`src/rtl/id_pkg.sv`:
```
// id_pkg: shared state encoding and character codes for the identifier generator and recogniser
// Build option: ID_STR_GEN_TERM_EN adds the TERM state.
package id_pkg;
  typedef enum logic [2:0] {
    S_IDLE,
    S_LETTERS,
    S_DIGITS,
`ifdef ID_STR_GEN_TERM_EN
    S_TERM,
`endif
    S_DONE
  } state_t;
  localparam logic [7:0] CHAR_A = 8'h61;
  localparam logic [7:0] CHAR_0 = 8'h30;
  localparam logic [7:0] CHAR_NUL = 8'h00;
  localparam int LETTER_MOD = 26;
  localparam int DIGIT_MOD = 10;
endpackage

```
`src/rtl/id_mod_ctr.sv`:
```
// id_mod_ctr: modulo-N counter with load, enable and wrap to zero after N-1
// Ports: i_clk, i_rst_n (sync, active-low), i_load/i_seed (load wins over enable),
//        i_en (advance), o_nxt (value the counter takes on its next advance).
module id_mod_ctr #(
  parameter int N = 10,
  parameter int W = $clog2(N)
) (
  input  logic         i_clk,
  input  logic         i_rst_n,
  input  logic         i_load,
  input  logic [W-1:0] i_seed,
  input  logic         i_en,
  output logic [W-1:0] o_nxt
);
  logic [W-1:0] r_q;
  // The post-increment value is exported so the owner can register the
  // matching character on the same edge the counter advances.
  always_comb o_nxt = (r_q == W'(N - 1)) ? '0 : r_q + 1'b1;
  always_ff @(posedge i_clk) begin
    if (!i_rst_n) r_q <= '0;
    else if (i_load) r_q <= i_seed;
    else if (i_en) r_q <= o_nxt;
  end
endmodule

```
`src/rtl/id_str_gen.sv`:
```
// id_str_gen: emits letters, digits and an optional terminator as a valid/ready byte stream
// Ports: i_clk, i_rst_n (sync, active-low), i_start, i_n_letters (1..15), i_n_digits (0..15),
//        i_first (0..25), i_ready; o_char, o_valid, o_busy, o_done (pulse), o_err (pulse).
// Build option: ID_STR_GEN_TERM_EN appends TERM_CHAR to every identifier.
module id_str_gen
  import id_pkg::*;
#(
  parameter logic [7:0] TERM_CHAR = 8'h2F
) (
  input  logic       i_clk,
  input  logic       i_rst_n,
  input  logic       i_start,
  input  logic [3:0] i_n_letters,
  input  logic [3:0] i_n_digits,
  input  logic [4:0] i_first,
  input  logic       i_ready,
  output logic [7:0] o_char,
  output logic       o_valid,
  output logic       o_busy,
  output logic       o_done,
  output logic       o_err
);
`ifdef ID_STR_GEN_TERM_EN
  localparam bit HAS_TERM = 1'b1;
  localparam state_t END_STATE = S_TERM;
`else
  localparam bit HAS_TERM = 1'b0;
  localparam state_t END_STATE = S_DONE;
`endif
  state_t r_state;
  logic [3:0] r_cnt, r_nl, r_nd;
  logic [4:0] w_l_nxt;
  logic [3:0] w_d_nxt;
  logic w_bad, w_accept, w_xfer;
  always_comb w_bad = (i_n_letters == 4'd0) || (i_first > 5'd25);
  always_comb w_accept = (r_state == S_IDLE) && i_start && !w_bad;
  always_comb w_xfer = o_valid && i_ready;
  id_mod_ctr #(.N(LETTER_MOD), .W(5)) u_letter (
    .i_clk(i_clk), .i_rst_n(i_rst_n), .i_load(w_accept), .i_seed(i_first),
    .i_en(w_xfer && r_state == S_LETTERS), .o_nxt(w_l_nxt)
  );
  id_mod_ctr #(.N(DIGIT_MOD), .W(4)) u_digit (
    .i_clk(i_clk), .i_rst_n(i_rst_n), .i_load(w_accept), .i_seed(4'd0),
    .i_en(w_xfer && r_state == S_DIGITS), .o_nxt(w_d_nxt)
  );
  always_ff @(posedge i_clk) begin
    if (!i_rst_n) begin
      r_state <= S_IDLE;
      r_cnt <= '0;
      r_nl <= '0;
      r_nd <= '0;
      o_char <= CHAR_NUL;
      o_valid <= 1'b0;
      o_busy <= 1'b0;
      o_done <= 1'b0;
      o_err <= 1'b0;
    end else begin
      o_done <= 1'b0;
      o_err <= 1'b0;
      case (r_state)
        S_IDLE: if (i_start) begin
          if (w_bad) o_err <= 1'b1;
          else begin
            r_state <= S_LETTERS;
            r_nl <= i_n_letters;
            r_nd <= i_n_digits;
            r_cnt <= '0;
            o_char <= CHAR_A + {3'b0, i_first};
            o_valid <= 1'b1;
            o_busy <= 1'b1;
          end
        end
        S_LETTERS: if (w_xfer) begin
          if (r_cnt != r_nl - 4'd1) begin
            r_cnt <= r_cnt + 4'd1;
            o_char <= CHAR_A + {3'b0, w_l_nxt};
          end else if (r_nd != 4'd0) begin
            r_state <= S_DIGITS;
            r_cnt <= '0;
            o_char <= CHAR_0;
          end else begin
            r_state <= END_STATE;
            o_char <= HAS_TERM ? TERM_CHAR : CHAR_NUL;
            o_valid <= HAS_TERM;
            o_done <= !HAS_TERM;
          end
        end
        S_DIGITS: if (w_xfer) begin
          if (r_cnt != r_nd - 4'd1) begin
            r_cnt <= r_cnt + 4'd1;
            o_char <= CHAR_0 + {4'b0, w_d_nxt};
          end else begin
            r_state <= END_STATE;
            o_char <= HAS_TERM ? TERM_CHAR : CHAR_NUL;
            o_valid <= HAS_TERM;
            o_done <= !HAS_TERM;
          end
        end
`ifdef ID_STR_GEN_TERM_EN
        S_TERM: if (w_xfer) begin
          r_state <= S_DONE;
          o_char <= CHAR_NUL;
          o_valid <= 1'b0;
          o_done <= 1'b1;
        end
`endif
        S_DONE: begin
          r_state <= S_IDLE;
          o_busy <= 1'b0;
        end
        default: r_state <= S_IDLE;
      endcase
    end
  end
endmodule
```
`config.mk`:
```
export PLATFORM = sky130hd
export DESIGN_NAME = id_str_gen
export DESIGN_NICKNAME = d
export VERILOG_FILES = /design/src/rtl/id_pkg.sv /design/src/rtl/id_mod_ctr.sv /design/src/rtl/id_str_gen.sv
export SDC_FILE = /design/constraint.sdc
export NUM_CORES = 1
export LEC_CHECK = 0
export BUFFER_PORTS_ARGS = -buffer_cell sky130_fd_sc_hd__buf_4
export CAP_MARGIN = 20
export CORE_MARGIN = 10
export CORE_UTILIZATION = 59
export DETAILED_ROUTE_END_ITERATION = 8
export PLACE_DENSITY = 0.8
export REMOVE_ABC_BUFFERS = 1
export SLEW_MARGIN = 10
export SYNTH_ARGS = -nofsm -noshare
export SYNTH_HDL_FRONTEND = slang
export SYNTH_SLANG_ARGS = --single-unit
export TNS_END_PERCENT = 1
```
`constraint.sdc`:
```
create_clock -name i_clk -period 2.4 [get_ports i_clk]
set_input_delay 0.48 -clock i_clk [delete_from_list [all_inputs] [get_ports i_clk]]
set_output_delay 0.48 -clock i_clk [all_outputs]
set_load 0.01 [all_outputs]
```
# ---- Yosys cells after proc, flatten, opt, wreduce, memory -nomap -nowiden
# Index checks and enable logic that the tools add are counted.
# W data, S select, Z words.
dict set report word_totals {
  out_inout_bits 12
  inputBits 17
  elab_cells 103
  ff_bits 36
}
dict set report op_classes {
  n_reduce_logical 21
  n_eq_ne 16
  n_lt_le_gt_ge 1
  bitwise 2
  n_addsub 8
  n_mux 44
}
# op count
set ops {}
lappend ops {{$mux W8} 5}
lappend ops {{$mux W4} 8}
lappend ops {{$pmux W8 S3} 1}
lappend ops {{$mux W3} 6}
lappend ops {{$add A7 B5 Y8 const A} 2}
lappend ops {{$mux W5} 3}
lappend ops {{$mux W1} 14}
lappend ops {{$ne A2 B2 Y1 const B} 7}
lappend ops {{$pmux W4 S3} 1}
lappend ops {{$pmux W3 S3} 1}
lappend ops {{$reduce_and A3 Y1} 3}
lappend ops {{$add A4 B1 Y4 const B} 2}
lappend ops {{$ne A4 B4 Y1} 2}
lappend ops {{$reduce_and A8 Y1} 1}
lappend ops {{$sub A4 B1 Y4 const B} 2}
lappend ops {{$add A6 B4 Y7 const A} 1}
lappend ops {{$mux W7} 1}
lappend ops {{$reduce_and A7 Y1} 1}
lappend ops {{$eq A3 B2 Y1 const B} 2}
lappend ops {{$mux W6} 1}
lappend ops {{$reduce_and A6 Y1} 1}
lappend ops {{$add A5 B1 Y5 const B} 1}
lappend ops {{$eq A5 B5 Y1 const B} 1}
lappend ops {{$gt A5 B5 Y1 const B} 1}
lappend ops {{17 further kinds} 24}

# ---- Longest topological paths before layout
# Gate-level depths: netlist of run 1.
dict set report logic_depth {
  word_depth 6
  mapped_depth 11
  depth_no_buf 10
}

# ---- Cells and area by module
# Synthesis of run 1 repeated with hierarchy kept, for this count alone.
dict set report unflattened {
  cells_unflattened 287
  hier_area_um2 2448.6
}
# mod instances seq_area_each_um2 cells_each area_per_inst_um2
set by_module_without_submodules {}
lappend by_module_without_submodules {id_str_gen 1 520.5 209 1821.7}
lappend by_module_without_submodules {{id_mod_ctr (u_letter)} 1 100.1 46 370.4}
lappend by_module_without_submodules {{id_mod_ctr (u_digit)} 1 80.1 32 256.5}

# ---- Worst setup path after synthesis of run 1
# Ideal clock, no wire load.
dict set report synth_path {
  path_kind {register to register}
  start {reg u_letter.r_q[0]}
  end {reg o_char[4]}
  setup_slack_ns 0.246
  synth_period_minus_slack_ns 2.154
  required_time_ns 2.314
  setup_time_ns 0.086
  stages_incl_launch_ff 11
  path_buffers 1
  arrival_ns 2.069
  path_cell_list {dfxtp_1 > ha_1 > and4b_1 > clkbuf_1 > nor2_1 > ha_1 > nor2b_1 > a32o_1 > o21ai_0 > nand3b_1 > a211oi_1}
}
dict set report synth_between {
  elab_chain_cells 6
  elab_cells_between_ends 7
  cone_classes {add/sub: 2; eq/ne: 1; mux: 4}
}
# item line
set synth_rtl {}
lappend synth_rtl {{from (decl)} id_mod_ctr.sv:15} ;# logic [W-1:0] r_q;
lappend synth_rtl {{from (signal assigned)} id_mod_ctr.sv:21} ;# else if (i_load) r_q <= i_seed;
lappend synth_rtl {{from (signal assigned)} id_mod_ctr.sv:22} ;# else if (i_en) r_q <= o_nxt;
lappend synth_rtl {{$add A5 B1 Y5 or $eq A5 B5 Y1 (tied branches)} id_mod_ctr.sv:18} ;# always_comb o_nxt = (r_q == W'(N - 1)) ? '0 : r_q + 1'b1;
lappend synth_rtl {{$mux W5 (*)} id_mod_ctr.sv:18}
lappend synth_rtl {{$add A7 B5 Y8 (*)} id_str_gen.sv:76} ;# o_char <= CHAR_A + {3'b0, w_l_nxt};
lappend synth_rtl {{$mux W8 (*)} id_str_gen.sv:74} ;# if (r_cnt != r_nl - 4'd1) begin
lappend synth_rtl {{$mux W8 (*)} id_str_gen.sv:73} ;# S_LETTERS: if (w_xfer) begin
lappend synth_rtl {{$pmux W8 S3 (*)} id_str_gen.sv:60} ;# case (r_state)
lappend synth_rtl {{to (signal assigned)} id_str_gen.sv:68} ;# o_char <= CHAR_A + {3'b0, i_first};
lappend synth_rtl {{to (signal assigned)} id_str_gen.sv:76}
lappend synth_rtl {{to (signal assigned)} id_str_gen.sv:83} ;# o_char <= HAS_TERM ? TERM_CHAR : CHAR_NUL;
lappend synth_rtl {{to (decl)} id_str_gen.sv:17} ;# output logic [7:0] o_char,
# Mark *: on every way between the ends. The rest lies on a longest branch, timed or not. The select of a mux whose other input is x is not followed.
# A chain may end at the register's enable or synchronous reset.

# ---- Worst setup path in the final report of run 1
dict set report layout_path {
  start {reg r_nl[0]}
  end {reg o_char[6]}
}
dict set report layout_between {
  elab_chain_cells 5
}
# item line
set layout_rtl {}
lappend layout_rtl {{from (decl)} id_str_gen.sv:31} ;# logic [3:0] r_cnt, r_nl, r_nd;
lappend layout_rtl {{from (signal assigned)} id_str_gen.sv:65} ;# r_nl <= i_n_letters;
lappend layout_rtl {{$sub A4 B1 Y4} id_str_gen.sv:74}
lappend layout_rtl {{$ne A4 B4 Y1} id_str_gen.sv:74}
lappend layout_rtl {{$mux W8} id_str_gen.sv:74}
lappend layout_rtl {{$mux W8} id_str_gen.sv:73}
lappend layout_rtl {{$pmux W8 S3} id_str_gen.sv:60}
# Every way passes these cells. The select of a mux whose other input is x is not followed.

==> results.md, run 1 <==
* Status: completed
* Clock transition at path regs at 80 ps
* Top-count cell post-synth: dfxtp_1
* Initial Utilization at 62.0%
* Share of cells above drive strength 1 at 19.0%
* Cell Area, Synth at 2510 µm²
* Die Wd at 85.3 µm
* Post-DRT Antenna Nets at 0
* Worst Hold Class: in2reg
* Worst slew pin tran at 555 ps
* Vert. Die Dim at 85.3 µm
* DR iter-0 viols at 282
* Tmin final at 2270 ps
* CTS tree: yes
* P_leak at 1.23 nW
* Fmax at 441 MHz
* Vias in the first global route at 2325
* IO Pins at 29
* Register bit total from synthesis at 35
* Cts bufs inserted at 5
* Synth-to-Final Area Change at 15.9%
* CP endpoint kind: flip-flop
* Clock Path Buffers at 2
* Largest net degree at the start of global routing at 24
* Final slew viol count at 0
* Post-CTS sizing at 0
* Clk Latency, worst-skew pair at 290 ps
* Setup CP Type: reg2reg
* Synth top area cells: dfxtp_1 28%, ha_1 7.0%, mux2i_1 6.0%
* Seq/Total Area, Yosys at 27.9%
* Port Buffers at 28
* Clk sinks at 35
* Clock share of power at 20.4%
* Overall Global Routing Usage at 18.3%
* DP Wirelength at 4900 µm
* Number of distinct library cells after synthesis at 63
* Initial DRT Pass Iterations at 6
* Power share of the combinational group at 49.6%
* Post-synth ARST share at 0%
* Core Region at 4060 µm²
* Layout Cells excl Fill at 382
* Mapped Cells at 303
* Final setup violation count at 0
* Hold Vio Cnt, Final at 0
* Clk root buf: clkbuf_8
* FILL cells at 329
* MaxCap Viol Count at 0
* Top_reg_cell synth: dfxtp_1
* Worst slack, placed at 64.1 ps
* Yosys top cell area share at 27.9%
* Clk_skew at 8.13 ps
* ANT cells at 0
* Final worst slack at 133 ps
* # Post-CTS Setup Buffers at 0
* Antenna violations before repair at 0
* Max FO, Critical Path at 4
* Sequential share of power at 30.0%
* DR DRC count at 0
* Pint at 0.00164 W
* H-tree depth at 2
* Final wirelength at 6540 µm
* CP Data Arrival Time at 2460 ps
* Synth area leader: dfxtp_1
* Avg Cell Area, Syn at 8.30 µm²
* Fin util at 71.8%
* Vias at 2431
* Slew HR at 62.6%
* Gp weighted congestion at 0.951
* Worst setup SP type: flip-flop
* RSZ-0062 raised after global routing: no
* Crit path required time at 2590 ps
* GR Overflow Total at 0
* Post-CTS Hold Fix Bufs at 0
* Switch Pwr at 0.00111 W
* DR WL/cell at 17.1 µm
* Synth warn at 0
* Fin nets at 362
* Fin crit share at 94.4%
* Total power at 0.00275 W
* Maximum vdd drop at 501 µV
* Number of flops mapped to enable cells by yosys at 0
* Row cnt at 23
* Top cells by instance count after synthesis: 35 x dfxtp_1, 29 x nor2_1, 18 x nand2_1
* Placed instance count at 374
* Die ar. at 7270 µm²
* Switching share of power at 40.4%
* Routed vias/inst at 6.36
* First-pass GRT wire length at 11200 µm
* Power per Cell Area at 942 nW/µm²
[state kept, by name (all words and copies together), names as in the netlist]
signal and flops:
o_char 8, u_letter.r_q 5, r_cnt 4, r_nd 4, r_nl 4, u_digit.r_q 4, r_state 2, o_busy 1
o_done 1, o_err 1, o_valid 1
[routing by layer]
| layer | part of all wire [%] | vias up | global-route usage, % |
|---|---|---|---|
| li1 | - | 1169 | - |
| met1 | 41 | 1131 | 22.2 |
| met2 | 49 | 114 | 30.5 |
| met3 | 7.4 | 17 | 4.40 |
| met4 | 1.7 | 0 | 7.04 |
| met5 | 0 | - | 0 |
[metrics by stage]
stage / hold WS, ps / setup TNS, ps / area, µm²
detailed placement: 498 / 0 / 2800
floorplan: 481 / -24480 / 2440
CTS: 418 / 0 / 2920
global route: 437 / 0 / 2920
global placement: 480 / 0 / 2800
finish: 426 / 0 / 2920
[cell type report]
class | count | area, µm² | share of cell area, %
clock inverters | 2 | 35.0 | 1.20
clock buffers | 6 | 82.6 | 2.83
multi-input cells | 234 | 1690 | 57.8
inverters | 17 | 63.8 | 2.19
well taps | 50 | 62.6 | 2.15
flip-flops and latches | 35 | 701 | 24.0
repair buffers | 38 | 285 | 9.79
[cell usage in the layout, fill, tap and decap left out, types with 10 or more instances in the layout]
cell	count
o21ai_0	13
inv_1	17
ha_1	14
nand2_1	18
nor3_1	11
dfxtp_1	35
nor2_1	29
mux2i_1	15
nand3_1	17
a21oi_1	10
buf_4	38
[cell families (layout without fill, tap and decap cells)]
kind of cell,after synthesis,after routing,synth area share (%)
and+or+nand+nor,114,114,24.1
AOI/OAI and AO/OA,70,70,20.3
DFF,35,35,27.9
buffers and inverters,34,63,5.42
xor gates and xnor gates,19,19,8.51
muxes,17,17,6.87
adders and majority gates,14,14,6.97
[final timing paths]
| path | start | endpoint | slack, ps | cells past startpoint |
|---|---|---|---|---|
| worst max register to register | r_nl[0] | o_char[6] | 130 | 7 |
| worst min register to register | o_busy | o_busy | 520 | 2 |
| worst min-delay path | i_n_digits[2] | r_nd[2] | 430 | 3 |
| worst max-delay path | r_nl[0] | o_char[6] | 130 | 7 |
[power groups by stage]
stage | clock network (W) | registers, W | logic (W)
final | 0.000559 | 0.000825 | 0.00136
after detailed placement | 0 | 0.000835 | 0.00133
after CTS | 0.000566 | 0.000822 | 0.00134
after global placement | 0 | 0.000832 | 0.00130
after global routing | 0.000589 | 0.000843 | 0.00151
after floorplan | 0 | 0.000844 | 0.000887
[critical path: stages, from the launching register on]
cell and delay (ps):
dfxtp_1 430, inv_1 80, ha_1 340, xor2_1 230, nand3_1 190, o21ai_0 500, a21oi_1 160, a41o_1 260
Note: power is estimated with default switching activity, not from simulation.
==> inputs of run 2 (changes only) <==
--- a/config.mk
+++ b/config.mk
@@ -10,6 +10,7 @@
 export CORE_MARGIN = 10
 export CORE_UTILIZATION = 59
 export DETAILED_ROUTE_END_ITERATION = 8
+export MAX_ROUTING_LAYER = met4
 export PLACE_DENSITY = 0.8
 export REMOVE_ABC_BUFFERS = 1
 export SLEW_MARGIN = 10
==> results.md, run 2 (synthesis gave the netlist of run 1 again) <==
* Status: completed
* Setup TNS at 0 ps
* Setup CP Type: reg2reg
* Antenna violations before repair at 0
* Routed vias/inst at 6.24
* Clock Path Buffers at 2
* First-pass GRT wire length at 10800 µm
* Fin nets at 363
* Maximum vdd drop at 413 µV
* Post-CTS Hold Fix Bufs at 0
* Hold_sp: i_n_digits[0]
* Reg2Reg Capture Point: o_char[4]
* CP Data Arrival Time at 2460 ps
* Register area at 701 µm²
* Worst setup SP type: flip-flop
* Final worst slack at 147 ps
* Clk_skew at 5.59 ps
* Worst slew pin tran at 567 ps
* Design Area, Final at 2890 µm²
* Critical path buffer and inverter count at 1
* Post-DRT Antenna Nets at 0
* Share of cells above drive strength 1 at 19.2%
* ANT cells at 0
* Largest net degree at the start of global routing at 24
* CP endpoint kind: flip-flop
* Final wirelength at 6440 µm
* Gp weighted congestion at 0.971
* Fin crit share at 93.9%
* Hold Path Sink: r_nd[0]
* Overall Global Routing Usage at 18.3%
* Delay-heaviest family, CP: simple AND/OR/NAND/NOR gates
* Most frequent cells in the layout: 39 x buf_4, 35 x dfxtp_1, 29 x nor2_1
* Vert. Die Dim at 85.3 µm
* Largest regs: o_char x8, u_letter.r_q x5
* Crit path cell chain: inv_1, ha_1, and4b_1, nor2_1, ha_1, nor2b_1, a32o_1, nor3_1, nand3b_1, a211oi_1
* Clk Latency, worst-skew pair at 290 ps
* Synth-to-Final Area Change at 14.9%
* Most common cell after layout, fill and taps aside: buf_4
* Die Wd at 85.3 µm
* Hold Vio Cnt, Final at 0
* Clk sinks at 35
* CTS tree: yes
* Cts bufs inserted at 5
* GR met1 Demand/Resource at 20.1%
* Grt peak-use layer: met2
* Max FO, Critical Path at 6
* Core Region at 4060 µm²
* Die ar. at 7270 µm²
* Initial DRT Pass Iterations at 5
* DP Wirelength at 4850 µm
* Clock transition at path regs at 70 ps
* Total power at 0.00261 W
* Initial Utilization at 62.0%
* RSZ-0062 raised after global routing: no
* GR Overflow Total at 0
* Fmax at 444 MHz
* P_leak at 1.22 nW
* Final slew viol count at 0
* Reg2reg path depth at 10
* Crit path required time at 2600 ps
* Clk root buf: clkbuf_8
* Worst path max stage delay at 420 ps
* # Post-CTS Setup Buffers at 0
* Largest Register: o_char
* Slew HR at 61.8%
* IO Pins at 29
* FILL cells at 311
* Tmin final at 2250 ps
* Power per Cell Area at 903 nW/µm²
* Vias at 2391
* Final setup violation count at 0
* Fin util at 71.2%
* Multi-input logic area at 1690 µm²
* DR iter-0 viols at 169
* Most frequent CP cell: ha_1
* Port Buffers at 28
* DR DRC count at 0
* Worst Hold Class: in2reg
* FF-to-FF setup slack at 150 ps
* Met2 Use GR at 30.2%
* Vias in the first global route at 2333
* Row cnt at 23
* WHS Path Cells at 3
* Worst reg2reg path startpoint: u_letter.r_q[1]
* H-tree depth at 2
* MaxCap Viol Count at 0
* Dpl cell area at 2810 µm²
* Worst slack, placed at 34.2 ps
* DR WL/cell at 16.8 µm
* Max reg flops at 8
* Worst path slowest cell: dfxtp_1
* Post-CTS sizing at 0
* Met3 usage at 4.11%
[run 2: changes by cell type in the layout (fill, tap and decap cells not counted), sizes merged]
cell    previous run  this run
bufinv             1         0
clkbuf             6         7
buf               38        39
[run 2: stage by stage]
stage,hold WS (ps),std cells
CTS,418,383
finish,428,383
global route,426,383
floorplan,481,286
global placement,481,375
detailed placement,490,375
[run 2: layout make-up]
class | count | share of cell area, %
Tap cell | 50 | 2.16
Timing Repair Buffer | 39 | 10.1
Multi-Input combinational cell | 234 | 58.4
Clock inverter | 1 | 0.173
Inverter | 17 | 2.21
Sequential cell | 35 | 24.2
Clock buffer | 7 | 2.64
[run 2: metal layers]
| metal | up-vias | wire (µm) |
|---|---|---|
| li1 | 1170 | - |
| met1 | 1104 | 2700 |
| met2 | 101 | 3200 |
| met3 | 16 | 402 |
| met4 | 0 | 130 |
| met5 | - | 0 |
[run 2: worst min-delay path: cells and delay by family]
family	cells	cell delay [ps]
muxes	1	50
buffers and inverters	1	70
and+or+nand+nor	1	70
[run 2: worst max path at each step]
stage,from,endpoint,cells past startpoint
2_1_floorplan,i_first[1],u_digit.r_q[3],6
3_3_place_gp,i_first[1],o_char[5],8
3_5_place_dp,i_first[1],r_cnt[3],8
4_1_cts,u_letter.r_q[1],o_char[4],10
5_1_grt,r_nl[0],o_char[6],7
6_report,u_letter.r_q[1],o_char[4],10
[run 2: power breakdown]
| group | total (W) | switching (W) | internal (W) |
|---|---|---|---|
| clock network | 0.000418 | 0.000214 | 0.000204 |
| registers | 0.000821 | 0.000119 | 0.000702 |
| logic | 0.00137 | 0.000759 | 0.000611 |
==> inputs of run 3 (changes only) <==
--- a/config.mk
+++ b/config.mk
@@ -7,6 +7,7 @@
 export LEC_CHECK = 0
 export BUFFER_PORTS_ARGS = -buffer_cell sky130_fd_sc_hd__buf_4
 export CAP_MARGIN = 20
+export CORE_ASPECT_RATIO = 2
 export CORE_MARGIN = 10
 export CORE_UTILIZATION = 59
 export DETAILED_ROUTE_END_ITERATION = 8
==> results.md, run 3 (synthesis gave the netlist of run 1 again) <==
* Placed instance count at 380
* Worst slew pin tran at 689 ps
* Fmax at 459 MHz
* Crit path required time at 2580 ps
* Vert. Die Dim at 112 µm
* CP endpoint kind: flip-flop
* Final worst slack at 221 ps
* Status: completed
* RSZ-0062 raised after global routing: no
* Antenna violations before repair at 0
* Die ar. at 7430 µm²
* Clk sinks at 35
* Largest net degree at the start of global routing at 24
* Post-DRT Antenna Nets at 0
* Final slew viol count at 0
* Synth-to-Final Area Change at 19.0%
* Final setup violation count at 0
* Clock transition at path regs at 80 ps
* Crit path cell chain: inv_1, ha_1, xnor2_1, nor3_4, a21bo_4, or4b_4, mux2i_1
* FILL cells at 350
* Worst path slowest cell: or4b_4
* Most frequent cells in the layout: 40 x buf_4, 35 x dfxtp_1, 29 x nor2_1
* Initial DRT Pass Iterations at 4
* Die Wd at 66.2 µm
* CP Data Arrival Time at 2360 ps
* Overall Global Routing Usage at 19.7%
* Post-CTS Hold Fix Bufs at 0
* Power per Cell Area at 989 nW/µm²
* Cts bufs inserted at 5
* IO Pins at 29
* H-tree depth at 2
* Vias in the first global route at 2439
* Post-CTS sizing at 0
* Routed vias/inst at 6.35
* MaxCap Viol Count at 0
* Row cnt at 33
* Max FO, Critical Path at 6
* Gp weighted congestion at 0.980
* Largest Register: o_char
* Clk_skew at 9.61 ps
* CTS tree: yes
* Worst Hold Class: in2reg
* Setup CP Type: reg2reg
* Tmin final at 2180 ps
* DP Wirelength at 5440 µm
* P_leak at 1.27 nW
* Core Region at 4130 µm²
* Worst slack, placed at 92.9 ps
* Worst path max stage delay at 500 ps
* Initial Utilization at 60.9%
* Fin crit share at 90.8%
* Multi-input logic area at 1690 µm²
* Clk Latency, worst-skew pair at 300 ps
* Clock Path Buffers at 2
* Maximum vdd drop at 674 µV
* Register area at 701 µm²
* DR iter-0 viols at 192
* Fin nets at 366
* # Post-CTS Setup Buffers at 0
* Port Buffers at 28
* Share of cells above drive strength 1 at 19.9%
* Largest regs: o_char x8, u_letter.r_q x5
* DR DRC count at 0
* DR WL/cell at 17.9 µm
* Slew HR at 54.0%
* Hold Vio Cnt, Final at 0
* GR Overflow Total at 0
* Layout Cells excl Fill at 388
* Max reg flops at 8
* Final wirelength at 6950 µm
* Clk root buf: clkbuf_8
* Vias at 2462
* Worst setup SP type: flip-flop
* First-pass GRT wire length at 11400 µm
* Most common cell after layout, fill and taps aside: buf_4
* ANT cells at 0
* Fin util at 72.5%
-- run 3: layout make-up --
| class | count | share of cell area, % |
|---|---|---|
| tap | 52 | 2.17 |
| sequential | 35 | 23.4 |
| multi-input combinational | 234 | 56.4 |
| clock inverter | 3 | 2.26 |
| timing repair buffer | 42 | 11.4 |
| inverter | 17 | 2.13 |
| clock buffer | 5 | 2.30 |
-- run 3: critical path, delay by kind of cell, from the launching register on --
family,cells,cell delay [ps]
flops,1,390
buf+inv,1,90
mux,1,130
compound gates,1,220
simple gates,2,770
xor+xnor,1,160
fa+ha+maj,1,300
-- run 3: metal layers --
| metal | up-vias | share of wire, % | GRT usage, % |
|---|---|---|---|
| met2 | 87 | 55 | 35.6 |
| li1 | 1175 | - | - |
| met5 | - | 0 | - |
| met3 | 30 | 3.3 | 2.19 |
| met1 | 1170 | 36 | 18.4 |
| met4 | 0 | 6.0 | 12.7 |
-- run 3: stage by stage --
stage | power [W] | TNS (ps) | area, µm² | hold slack (ps)
floorplan | 0.00173 | -24480 | 2440 | 481
global placement | 0.00227 | 0 | 2860 | 471
detailed placement | 0.00229 | 0 | 2860 | 481
CTS | 0.00295 | 0 | 2990 | 410
global route | 0.00312 | 0 | 2990 | 420
finish | 0.00296 | 0 | 2990 | 411
-- run 3: path summary, 6_finish.rpt --
path / startpoint / end / slack, ps / cells after the start
worst min-delay path: i_n_digits[1] / r_nd[1] / 410 / 3
worst max-delay path: r_nd[0] / r_state[0] / 220 / 7
worst max register to register: r_nd[0] / r_state[0] / 220 / 7
worst min register to register: o_busy / o_busy / 490 / 2
-- run 3: where the power goes --
part | internal, W | switching, W | total (W)
Sequential | 0.000701 | 0.000111 | 0.000812
Clock | 0.000414 | 0.000237 | 0.000652
Combinational | 0.000683 | 0.000814 | 0.00150
